**config.mk**
```make
export PLATFORM = sky130hd
export DESIGN_NAME = i2c_txn_sequencer_flat
export DESIGN_NICKNAME = d
export VERILOG_FILES = /design/src/rtl/i2c_pkg.sv /design/src/rtl/i2c_txn_sequencer_if.sv /design/src/rtl/i2c_req_fifo.sv /design/src/rtl/i2c_txn_sequencer.sv /design/src/flat_wrapper.sv
export SDC_FILE = /design/constraint.sdc
export NUM_CORES = 1
export LEC_CHECK = 0
export CAP_MARGIN = 20
export CORE_AREA = 5 5 200 202
export CTS_CLUSTER_DIAMETER = 100
export DETAILED_ROUTE_END_ITERATION = 8
export DIE_AREA = 0 0 205 207
export SLEW_MARGIN = 0
export SYNTH_ARGS = -nofsm -noshare
export SYNTH_HDL_FRONTEND = slang
export SYNTH_SLANG_ARGS = --single-unit
```
**constraint.sdc**
```tcl
create_clock -name clk -period 4 [get_ports clk]
set_input_delay 0.8 -clock clk [delete_from_list [all_inputs] [get_ports clk]]
set_output_delay 0.8 -clock clk [all_outputs]
set_load 0.05 [all_outputs]
```
**src/rtl/i2c_pkg.sv**
```systemverilog
// Shared types for the I2C transaction sequencer: FSM encoding, request entry
// layout and rw constants.
package i2c_pkg;

  typedef enum logic [2:0] {
    S_IDLE  = 3'd0,
    S_ISSUE = 3'd1,
    S_BUSY  = 3'd2,
    S_RESP  = 3'd3,
    S_GAP   = 3'd4
  } state_e;

  localparam int REQ_W = 40;

  localparam logic RW_READ  = 1'b1;
  localparam logic RW_WRITE = 1'b0;

  typedef struct packed {
    logic [6:0]  addr;
    logic        rw;
    logic [31:0] wdata;
  } req_entry_t;

endpackage

```
**src/rtl/i2c_txn_sequencer_if.sv**
```systemverilog
// System-side request/response channels of the I2C transaction sequencer.
interface i2c_txn_sequencer_if;
  logic        req_valid;
  logic        req_ready;
  logic [6:0]  req_addr;
  logic        req_rw;
  logic [31:0] req_wdata;
  logic        rsp_valid;
  logic        rsp_ready;
  logic [31:0] rsp_rdata;
  logic        rsp_rw;
  logic        rsp_err;

  // slave: the sequencer; master: the system-side requester
  modport slave (
    input  req_valid, req_addr, req_rw, req_wdata, rsp_ready,
    output req_ready, rsp_valid, rsp_rdata, rsp_rw, rsp_err
  );

  modport master (
    output req_valid, req_addr, req_rw, req_wdata, rsp_ready,
    input  req_ready, rsp_valid, rsp_rdata, rsp_rw, rsp_err
  );
endinterface

```
**src/rtl/i2c_req_fifo.sv**
```systemverilog
// Synchronous request FIFO, registered storage, extra pointer bit for full/empty.
module i2c_req_fifo #(
  parameter int DEPTH = 4,
  parameter int WIDTH = 40
) (
  input  logic             clk,
  input  logic             rst_n,
  input  logic             push,
  input  logic [WIDTH-1:0] wdata,
  input  logic             pop,
  output logic [WIDTH-1:0] rdata,
  output logic             full,
  output logic             empty
);

  localparam int AW = (DEPTH > 1) ? $clog2(DEPTH) : 1;

  logic [WIDTH-1:0] mem_q [DEPTH];
  logic [WIDTH-1:0] mem_d [DEPTH];
  logic [AW:0]      wr_ptr_q, wr_ptr_d;
  logic [AW:0]      rd_ptr_q, rd_ptr_d;
  logic             do_push, do_pop;

  assign empty   = (wr_ptr_q == rd_ptr_q);
  assign full    = (wr_ptr_q[AW] != rd_ptr_q[AW]) && (wr_ptr_q[AW-1:0] == rd_ptr_q[AW-1:0]);
  assign do_push = push & ~full;
  assign do_pop  = pop & ~empty;
  assign rdata   = mem_q[rd_ptr_q[AW-1:0]];

  always_comb begin
    mem_d    = mem_q;
    wr_ptr_d = wr_ptr_q;
    rd_ptr_d = rd_ptr_q;
    if (do_push) begin
      mem_d[wr_ptr_q[AW-1:0]] = wdata;
      wr_ptr_d = wr_ptr_q + (AW+1)'(1);
    end
    if (do_pop) rd_ptr_d = rd_ptr_q + (AW+1)'(1);
  end

  always_ff @(posedge clk or negedge rst_n) begin
    if (!rst_n) begin
      wr_ptr_q <= '0;
      rd_ptr_q <= '0;
      for (int i = 0; i < DEPTH; i++) mem_q[i] <= '0;
    end else begin
      wr_ptr_q <= wr_ptr_d;
      rd_ptr_q <= rd_ptr_d;
      mem_q    <= mem_d;
    end
  end

endmodule

```
**src/rtl/i2c_txn_sequencer.sv**
```systemverilog
// Queues read/write requests and feeds them one at a time to the I2C master,
// with issue/busy timeouts and an enforced idle gap so the master always STOPs.
// A slave NACK is invisible here: the master simply returns to ready and the
// transfer is reported as a normal completion carrying whatever data_in holds.
//
//   state   | meaning
//   S_IDLE  | waiting for a queued request and master ready
//   S_ISSUE | m_enable held, waiting for master ready to fall
//   S_BUSY  | master running, waiting for ready to return
//   S_RESP  | response presented, waiting for rsp_ready
//   S_GAP   | bus free time before the next issue
module i2c_txn_sequencer
  import i2c_pkg::*;
#(
  parameter int FIFO_DEPTH    = 4,
  parameter int ISSUE_TIMEOUT = 64,
  parameter int BUSY_TIMEOUT  = 4096,
  parameter int GAP_CYCLES    = 8
) (
  input  logic        clk,
  input  logic        rst,
  i2c_txn_sequencer_if.slave sys,
  output logic [6:0]  m_addr,
  output logic        m_rw,
  output logic [31:0] m_data_out,
  output logic        m_enable,
  input  logic [31:0] m_data_in,
  input  logic        m_ready,
  output logic        busy
);

  localparam int MAX_A = (ISSUE_TIMEOUT > BUSY_TIMEOUT) ? ISSUE_TIMEOUT : BUSY_TIMEOUT;
  localparam int MAX_T = (MAX_A > GAP_CYCLES) ? MAX_A : GAP_CYCLES;
  localparam int CNT_W = (MAX_T > 1) ? $clog2(MAX_T) : 1;

  localparam logic [CNT_W-1:0] CNT_MAX    = '1;
  localparam logic [CNT_W-1:0] ISSUE_LAST = CNT_W'(ISSUE_TIMEOUT - 1);
  localparam logic [CNT_W-1:0] BUSY_LAST  = CNT_W'(BUSY_TIMEOUT - 1);
  localparam logic [CNT_W-1:0] GAP_LAST   = CNT_W'(GAP_CYCLES - 1);

  state_e            state_q, state_d;
  logic [CNT_W-1:0]  cnt_q, cnt_d, cnt_inc;
  logic              rdy_meta_q, rdy_s_q;
  logic              ready_en_q;
  logic [6:0]        m_addr_q, m_addr_d;
  logic              m_rw_q, m_rw_d;
  logic [31:0]       m_data_q, m_data_d;
  logic              m_enable_q, m_enable_d;
  logic              rsp_valid_q, rsp_valid_d;
  logic [31:0]       rsp_rdata_q, rsp_rdata_d;
  logic              rsp_err_q, rsp_err_d;

  logic              req_ready;
  logic              fifo_push, fifo_pop, fifo_full, fifo_empty;
  req_entry_t        fifo_wdata, fifo_rdata;

  // req_ready held low until the first clock after reset release
  assign req_ready   = ready_en_q & ~fifo_full;
  assign fifo_push   = sys.req_valid & req_ready;
  assign fifo_wdata  = {sys.req_addr, sys.req_rw, sys.req_wdata};

  i2c_req_fifo #(
    .DEPTH (FIFO_DEPTH),
    .WIDTH (REQ_W)
  ) u_fifo (
    .clk   (clk),
    .rst_n (rst),
    .push  (fifo_push),
    .wdata (fifo_wdata),
    .pop   (fifo_pop),
    .rdata (fifo_rdata),
    .full  (fifo_full),
    .empty (fifo_empty)
  );

  assign cnt_inc = (cnt_q == CNT_MAX) ? cnt_q : cnt_q + CNT_W'(1);

  always_comb begin
    state_d     = state_q;
    cnt_d       = cnt_q;
    m_addr_d    = m_addr_q;
    m_rw_d      = m_rw_q;
    m_data_d    = m_data_q;
    m_enable_d  = m_enable_q;
    rsp_valid_d = rsp_valid_q;
    rsp_rdata_d = rsp_rdata_q;
    rsp_err_d   = rsp_err_q;
    fifo_pop    = 1'b0;

    case (state_q)
      S_IDLE: begin
        m_enable_d = 1'b0;
        if (!fifo_empty && rdy_s_q) begin
          fifo_pop   = 1'b1;
          m_addr_d   = fifo_rdata.addr;
          m_rw_d     = fifo_rdata.rw;
          m_data_d   = fifo_rdata.wdata;
          m_enable_d = 1'b1;
          cnt_d      = '0;
          state_d    = S_ISSUE;
        end
      end
      S_ISSUE: begin
        cnt_d = cnt_inc;
        if (!rdy_s_q) begin
          m_enable_d = 1'b0;
          cnt_d      = '0;
          state_d    = S_BUSY;
        end else if (cnt_q == ISSUE_LAST) begin
          m_enable_d  = 1'b0;
          rsp_err_d   = 1'b1;
          rsp_rdata_d = '0;
          rsp_valid_d = 1'b1;
          state_d     = S_RESP;
        end
      end
      S_BUSY: begin
        cnt_d = cnt_inc;
        if (rdy_s_q) begin
          rsp_rdata_d = (m_rw_q == RW_READ) ? m_data_in : '0;
          rsp_err_d   = 1'b0;
          rsp_valid_d = 1'b1;
          state_d     = S_RESP;
        end else if (cnt_q == BUSY_LAST) begin
          rsp_rdata_d = '0;
          rsp_err_d   = 1'b1;
          rsp_valid_d = 1'b1;
          state_d     = S_RESP;
        end
      end
      S_RESP: begin
        if (sys.rsp_ready) begin
          rsp_valid_d = 1'b0;
          cnt_d       = '0;
          state_d     = (GAP_CYCLES == 0) ? S_IDLE : S_GAP;
        end
      end
      S_GAP: begin
        cnt_d = cnt_inc;
        if (cnt_q == GAP_LAST) state_d = S_IDLE;
      end
      default: begin
        m_enable_d = 1'b0;
        state_d    = S_IDLE;
      end
    endcase
  end

  always_ff @(posedge clk or negedge rst) begin
    if (!rst) begin
      state_q     <= S_IDLE;
      cnt_q       <= '0;
      rdy_meta_q  <= 1'b0;
      rdy_s_q     <= 1'b0;
      ready_en_q  <= 1'b0;
      m_addr_q    <= '0;
      m_rw_q      <= 1'b0;
      m_data_q    <= '0;
      m_enable_q  <= 1'b0;
      rsp_valid_q <= 1'b0;
      rsp_rdata_q <= '0;
      rsp_err_q   <= 1'b0;
    end else begin
      state_q     <= state_d;
      cnt_q       <= cnt_d;
      rdy_meta_q  <= m_ready;
      rdy_s_q     <= rdy_meta_q;
      ready_en_q  <= 1'b1;
      m_addr_q    <= m_addr_d;
      m_rw_q      <= m_rw_d;
      m_data_q    <= m_data_d;
      m_enable_q  <= m_enable_d;
      rsp_valid_q <= rsp_valid_d;
      rsp_rdata_q <= rsp_rdata_d;
      rsp_err_q   <= rsp_err_d;
    end
  end

  assign m_addr        = m_addr_q;
  assign m_rw          = m_rw_q;
  assign m_data_out    = m_data_q;
  assign m_enable      = m_enable_q;
  assign sys.req_ready = req_ready;
  assign sys.rsp_valid = rsp_valid_q;
  assign sys.rsp_rdata = rsp_rdata_q;
  assign sys.rsp_rw    = m_rw_q;
  assign sys.rsp_err   = rsp_err_q;
  assign busy          = (state_q != S_IDLE) | ~fifo_empty;

endmodule

```
**src/flat_wrapper.sv**
```systemverilog
// flat-port wrapper written by rule: the top's interface ports become plain ports
module i2c_txn_sequencer_flat import i2c_pkg::*;
#(
  parameter int FIFO_DEPTH    = 4,
  parameter int ISSUE_TIMEOUT = 64,
  parameter int BUSY_TIMEOUT  = 4096,
  parameter int GAP_CYCLES    = 8
)
  (clk, rst, m_addr, m_rw, m_data_out, m_enable, m_data_in, m_ready, busy, sys_req_valid, sys_req_addr, sys_req_rw, sys_req_wdata, sys_rsp_ready, sys_req_ready, sys_rsp_valid, sys_rsp_rdata, sys_rsp_rw, sys_rsp_err);
  i2c_txn_sequencer_if sys_i ();
  input  logic clk;
  input  logic rst;
  output logic [6:0] m_addr;
  output logic m_rw;
  output logic [31:0] m_data_out;
  output logic m_enable;
  input  logic [31:0] m_data_in;
  input  logic m_ready;
  output logic busy;
  input wire logic [$bits(sys_i.req_valid)-1:0] sys_req_valid;
  input wire logic [$bits(sys_i.req_addr)-1:0] sys_req_addr;
  input wire logic [$bits(sys_i.req_rw)-1:0] sys_req_rw;
  input wire logic [$bits(sys_i.req_wdata)-1:0] sys_req_wdata;
  input wire logic [$bits(sys_i.rsp_ready)-1:0] sys_rsp_ready;
  output wire logic [$bits(sys_i.req_ready)-1:0] sys_req_ready;
  output wire logic [$bits(sys_i.rsp_valid)-1:0] sys_rsp_valid;
  output wire logic [$bits(sys_i.rsp_rdata)-1:0] sys_rsp_rdata;
  output wire logic [$bits(sys_i.rsp_rw)-1:0] sys_rsp_rw;
  output wire logic [$bits(sys_i.rsp_err)-1:0] sys_rsp_err;
  assign sys_i.req_valid = sys_req_valid;
  assign sys_i.req_addr = sys_req_addr;
  assign sys_i.req_rw = sys_req_rw;
  assign sys_i.req_wdata = sys_req_wdata;
  assign sys_i.rsp_ready = sys_rsp_ready;
  assign sys_req_ready = sys_i.req_ready;
  assign sys_rsp_valid = sys_i.rsp_valid;
  assign sys_rsp_rdata = sys_i.rsp_rdata;
  assign sys_rsp_rw = sys_i.rsp_rw;
  assign sys_rsp_err = sys_i.rsp_err;
  i2c_txn_sequencer #(.FIFO_DEPTH(FIFO_DEPTH), .ISSUE_TIMEOUT(ISSUE_TIMEOUT), .BUSY_TIMEOUT(BUSY_TIMEOUT), .GAP_CYCLES(GAP_CYCLES)) u_core (.clk(clk), .rst(rst), .sys(sys_i), .m_addr(m_addr), .m_rw(m_rw), .m_data_out(m_data_out), .m_enable(m_enable), .m_data_in(m_data_in), .m_ready(m_ready), .busy(busy));
endmodule
```
Word-level counts from Yosys, hierarchy flattened --
Index checks and enable logic that the tools add are counted. W data, S select, Z words.
Operators by class: bitwise operators 10, $add $sub $neg 3, reductions and logical operators 17, equality and inequality tests 17, muxes and demuxes 38, order comparisons 3
Operators by type and width (number):
- $bwmux W160 | 1
- $mux W32 | 5
- $mux W40 | 3
- $bmux W40 S2 | 1
- $demux W40 S2 | 1
- $pmux W32 S2 | 1
- $mux W12 | 4
- $pmux W12 S4 | 1
- $mux W3 | 7
- $pmux W3 S5 | 1
- $add A12 B1 Y12 const B | 1
- $eq A12 B12 Y1 const B | 1
- $eq A12 B3 Y1 const B | 1
- $eq A12 B6 Y1 const B | 1
- $mux W1 | 10
- $reduce_and A5 Y1 | 2
- $ne A2 B1 Y1 const B | 4
- $add A3 B1 Y3 const B | 2
- $eq A3 B2 Y1 const B | 2
- $ge A3 B3 Y1 const B | 2
- $not A2 Y3 | 2
- $pmux W1 S3 | 2
- $reduce_bool A3 Y1 | 2
- $and A1 B1 Y1 | 4
- 22 further kinds | 27
Word-level totals: input port bits 77, logic and storage cells 106, output and inout port bits 78, register bits after elaboration 259

Longest topological paths before layout --
depth in word-level cells 6, mapped depth 8, gate-level depth less buffers 6

Hierarchy --
Synthesis repeated with hierarchy kept, for this count alone.
Unflattened totals: cells, all modules 737, area, all modules 11676.2 um^2
Modules (own cells, without submodules):
- i2c_req_fifo | cells each 432, seq. area each 4154.0 um^2, times used 1, area each 7780.0 um^2
- i2c_txn_sequencer | cells each 305, seq. area each 2327.2 um^2, times used 1, area each 3896.2 um^2

Least setup slack after synthesis --
Ideal clock, no wire load.
path type reg2out, start point register u_core.u_fifo.rd_ptr_q[1], end point output port sys_req_ready, cell stages (with the launch flop) 5, required time 3.200 ns, path slack 1.224 ns, data arrival time 1.976 ns, cells stage by stage dfrtp_1 -> buf_6 -> xor2_1 -> nor2_1 -> a21boi_0
Between the ends: longest elaborated chain between the ends 4
RTL lines:
- start: declaration | RTL line i2c_req_fifo.sv:21 | logic [AW:0] rd_ptr_q, rd_ptr_d;
- start signal: assignment | RTL line i2c_req_fifo.sv:48 | rd_ptr_q <= rd_ptr_d;
- $eq A2 B2 Y1 | RTL line i2c_req_fifo.sv:25 | assign full = (wr_ptr_q[AW] != rd_ptr_q[AW]) && (wr_ptr_q[AW-1:0] == rd_ptr_q[AW-1:0]);
- $logic_and A1 B1 Y1 | RTL line i2c_req_fifo.sv:25
- $not A1 Y1 | RTL line i2c_txn_sequencer.sv:58 | assign req_ready = ready_en_q & ~fifo_full;
- $and A1 B1 Y1 | RTL line i2c_txn_sequencer.sv:58
- end: declaration | RTL line flat_wrapper.sv:25 | output wire logic [$bits(sys_i.req_ready)-1:0] sys_req_ready;
No other way between the ends.

Final worst setup path --
start point register u_core.u_fifo.rd_ptr_q[0], end point output port sys_req_ready
The elaborated chain is that of the path after synthesis.

==> results.yml <==
layout:
  seq_area_mm2: 0.006486
  n_antenna_cell: 0
  fill_cells: 3607
  drive_gt1_share_pct: 36.23
  synthToLayoutAreaGrowth_pct: 28.31
  nets: 956
  multiInputGateArea_mm2: 0.004438
  final_cell_area_mm2: 0.01435
detailed_routing:
  vias: 6629
  ant_nets: 0
  wl_per_cell_um: 18.18
  drt_iter0_drc: 203
  routed_wl_um: 25730
  firstDrtPassIters: 4
  drc: 0
  routed_via_density: 4.685
global_route:
  grt_usage_pct: 12.07
  grt_start_max_net_pins: 105
  grt_pass1_vias: 7096
  overflow: 0
  grt_antenna_before_repair: 0
  grt_pass1_wl_um: 41590
synthesis:
  yosys.area.top_type: "dfrtp_1"
  ys.flop_type: "dfrtp_1"
  ys_seq_elements: 259
  synth_top_area_share_pct: 57.94
  syn_area_per_cell_um2: 15.56
  syn_area_mm2: 0.01119
  synthDistinctLibCells: 46
  yosys_warnings: 0
  synthArstFlopShare_pct: 100.0
  synth_enable_flop_cells: 0
  synth_seq_area_share_pct: 57.94
  synth_area_leaders: "dfrtp_1 (58%), mux2_2 (17%), mux4_2 (8.1%), mux2_4 (5.1%), a22o_1 (2.7%)"
  syn_inst: 719
  syn_nets: 802
worst_setup_path:
  critPathMaxFanout: 3
  critical_path_class: "reg -> out"
  slowest_delay_ns: 0.88
  critPathCaptureType: "output port"
  worstPathRequired_ns: 3.20
  path_buf_inv: 1
  crit_slowest_cell: "clkdlybuf4s50_1"
  startpoint: "u_core.u_fifo.rd_ptr_q[0]"
  start_kind: "flip-flop"
  cp_cell_sequence: "xor2_1 -> nor2_1 -> a21boi_0 -> clkdlybuf4s50_1"
  cp.arrival_ns: 2.54
  reg2reg_from: "u_core.u_fifo.wr_ptr_q[2]"
  cpLargestDelayFamily: "buffers and inverters"
floorplan:
  ios: 155
  initial_core_util_pct: 29.35
  fp.coreArea_mm2: 0.03811
  die_y_um: 207
  dieArea_mm2: 0.04244
  rows: 72
  fp.dieW_um: 205
sta:
  finalSetupViolCount: 0
  slew_violations: 0
  min_period_over_period_pct: 83.57
  finalHoldViolCount: 0
  fmax_ghz: 0.2991
  grt_setup_unrepaired: "no"
  tightestPinTransition_ns: 0.9534
  totalNegativeSetupSlack_ns: 0
  hold-worst-slack_ns: 0.2971
  finalCriticalPeriod_ns: 3.343
  slew_headroom_pct: 36.44
  final.setup_skew_ns: 0.008235
place:
  finalWeightedCongestion: 0.7891
  dp_hpwl_um: 15930
  placed_area_mm2: 0.01333
  port_buffers: 154
min_path:
  hp-class: "in -> async"
job:
  drv_cap: 0
clock_network:
  clockRootBuffer: "clkbuf_16"
  clkTransAtPathRegs_ns: 0.06
  cts_resized: 0
  cts_buffer_depth: 3
  clk_latency_ns: 0.56
  htree_num_levels: 1
  holdBufCountCts: 0
  post_cts_buffers: 0
  clkSinkCount: 259
  cts_buffers: 30
  tritoncts: "built"
power_and_ir_drop:
  power-per-cell-area_mw_per_mm2: 870.4
  power_mw: 12.49
  peakVddDrop_v: 0.0005025
  leakage_nw: 6.082
status:
  status: "complete, no violations"
## metal layers
layer	GRT usage, %	share of wire [%]
met1	17.56	47
met2	18.47	45
met4	2.888	2.4
met3	2.674	5.5
met5	0	0
## per-stage QoR
| step | util (%) | setup slack, ns | instances |
|---|---|---|---|
| after floorplan | - | 1.224 | 719 |
| after global placement | 34.95 | 1.078 | 1358 |
| after detailed placement | 34.98 | 1.081 | 1359 |
| after CTS | 37.66 | 0.6173 | 1415 |
| after global routing | 37.66 | 0.5375 | 1415 |
| final | 37.66 | 0.6570 | 1415 |
## where the power goes
| part | total, mW | internal [mW] | switching, mW |
|---|---|---|---|
| Combinational | 5.26 | 2.66 | 2.60 |
| Clock | 2.78 | 1.64 | 1.15 |
| Sequential | 4.45 | 3.81 | 0.645 |
## logic make-up after synthesis
logic type	Yosys count	share of synthesized area (%)
compound gates	84	5.492
xor+xnor	8	0.6263
fa+ha+maj	6	0.6711
buf+inv	55	2.561
flops	259	57.94
mux	243	29.75
other cells	1	0.03352
simple gates	63	2.920
## cell usage after synthesis (2+ instances only)
| library cell | n |
|---|---|
| dfrtp_1 | 259 |
| mux2_2 | 164 |
| mux4_2 | 40 |
| mux2_4 | 38 |
| a22o_1 | 34 |
| buf_2 | 25 |
| nand2_1 | 23 |
| clkbuf_1 | 15 |
| a21oi_1 | 14 |
| o21ai_0 | 12 |
| inv_1 | 8 |
| nand3_1 | 7 |
| and3_1 | 6 |
| buf_6 | 6 |
| ha_1 | 6 |
| nand2b_1 | 6 |
| nor2_1 | 6 |
| a31oi_1 | 5 |
| nor3_1 | 4 |
| xnor2_1 | 4 |
| xor2_1 | 4 |
| a22oi_1 | 3 |
| o31ai_1 | 3 |
| a21boi_0 | 2 |
| nand4_1 | 2 |
| o22ai_1 | 2 |
| or4_1 | 2 |
## registers in the layout, indices dropped and copies added, names as in the netlist
signal                  cells
u_core.cnt_q               12
u_core.sys.rsp_err          1
u_core.u_fifo.wr_ptr_q      3
u_core.m_addr               7
u_core.sys.rsp_valid        1
u_core.m_enable             1
u_core.rdy_s_q              1
u_core.m_data_out          32
u_core.ready_en_q           1
u_core.m_rw                 1
u_core.rdy_meta_q           1
u_core.state_q              3
u_core.u_fifo.rd_ptr_q      3
u_core.u_fifo.mem_q       160
u_core.sys.rsp_rdata       32
## path summary, 6_finish.rpt
check | cells after the start | to | slack, ns
max | 4 | sys_req_ready | 0.66
min in group clk | 0 | u_core.rdy_s_q | 0.37
min | 1 | u_core.state_q[0] | 0.30
min reg2reg | 0 | u_core.rdy_s_q | 0.37
max reg2reg | 4 | u_core.m_addr[6] | 1.59
max in group asynchronous | 2 | u_core.u_fifo.rd_ptr_q[0] | 2.83
## layout by cell type (no fill, tap or decap), types with 6 or more instances in the layout
| cell | Yosys | routed |
|---|---|---|
| mux2_4 | 38 | 38 |
| a21oi_1 | 14 | 14 |
| clkdlybuf4s50_1 | 0 | 153 |
| nand2b_1 | 6 | 6 |
| nor2_1 | 6 | 6 |
| clkinv_2 | 0 | 7 |
| o21ai_0 | 12 | 12 |
| ha_1 | 6 | 6 |
| nand3_1 | 7 | 7 |
| clkbuf_16 | 0 | 31 |
| inv_1 | 8 | 8 |
| dfrtp_1 | 259 | 257 |
| mux2_2 | 164 | 164 |
| buf_4 | 1 | 9 |
| mux4_2 | 40 | 40 |
| a22o_1 | 34 | 34 |
| clkinvlp_4 | 0 | 8 |
| nand2_1 | 23 | 19 |
## layout make-up
class	instances	area share, %
multi-input combinational	405	30.92
sequential	259	45.19
inverter	8	0.2092
clock buffer	37	5.911
clock inverter	19	1.203
timing repair buffer	169	12.05
tap	518	4.516
Note: power is estimated with default switching activity, not from simulation.
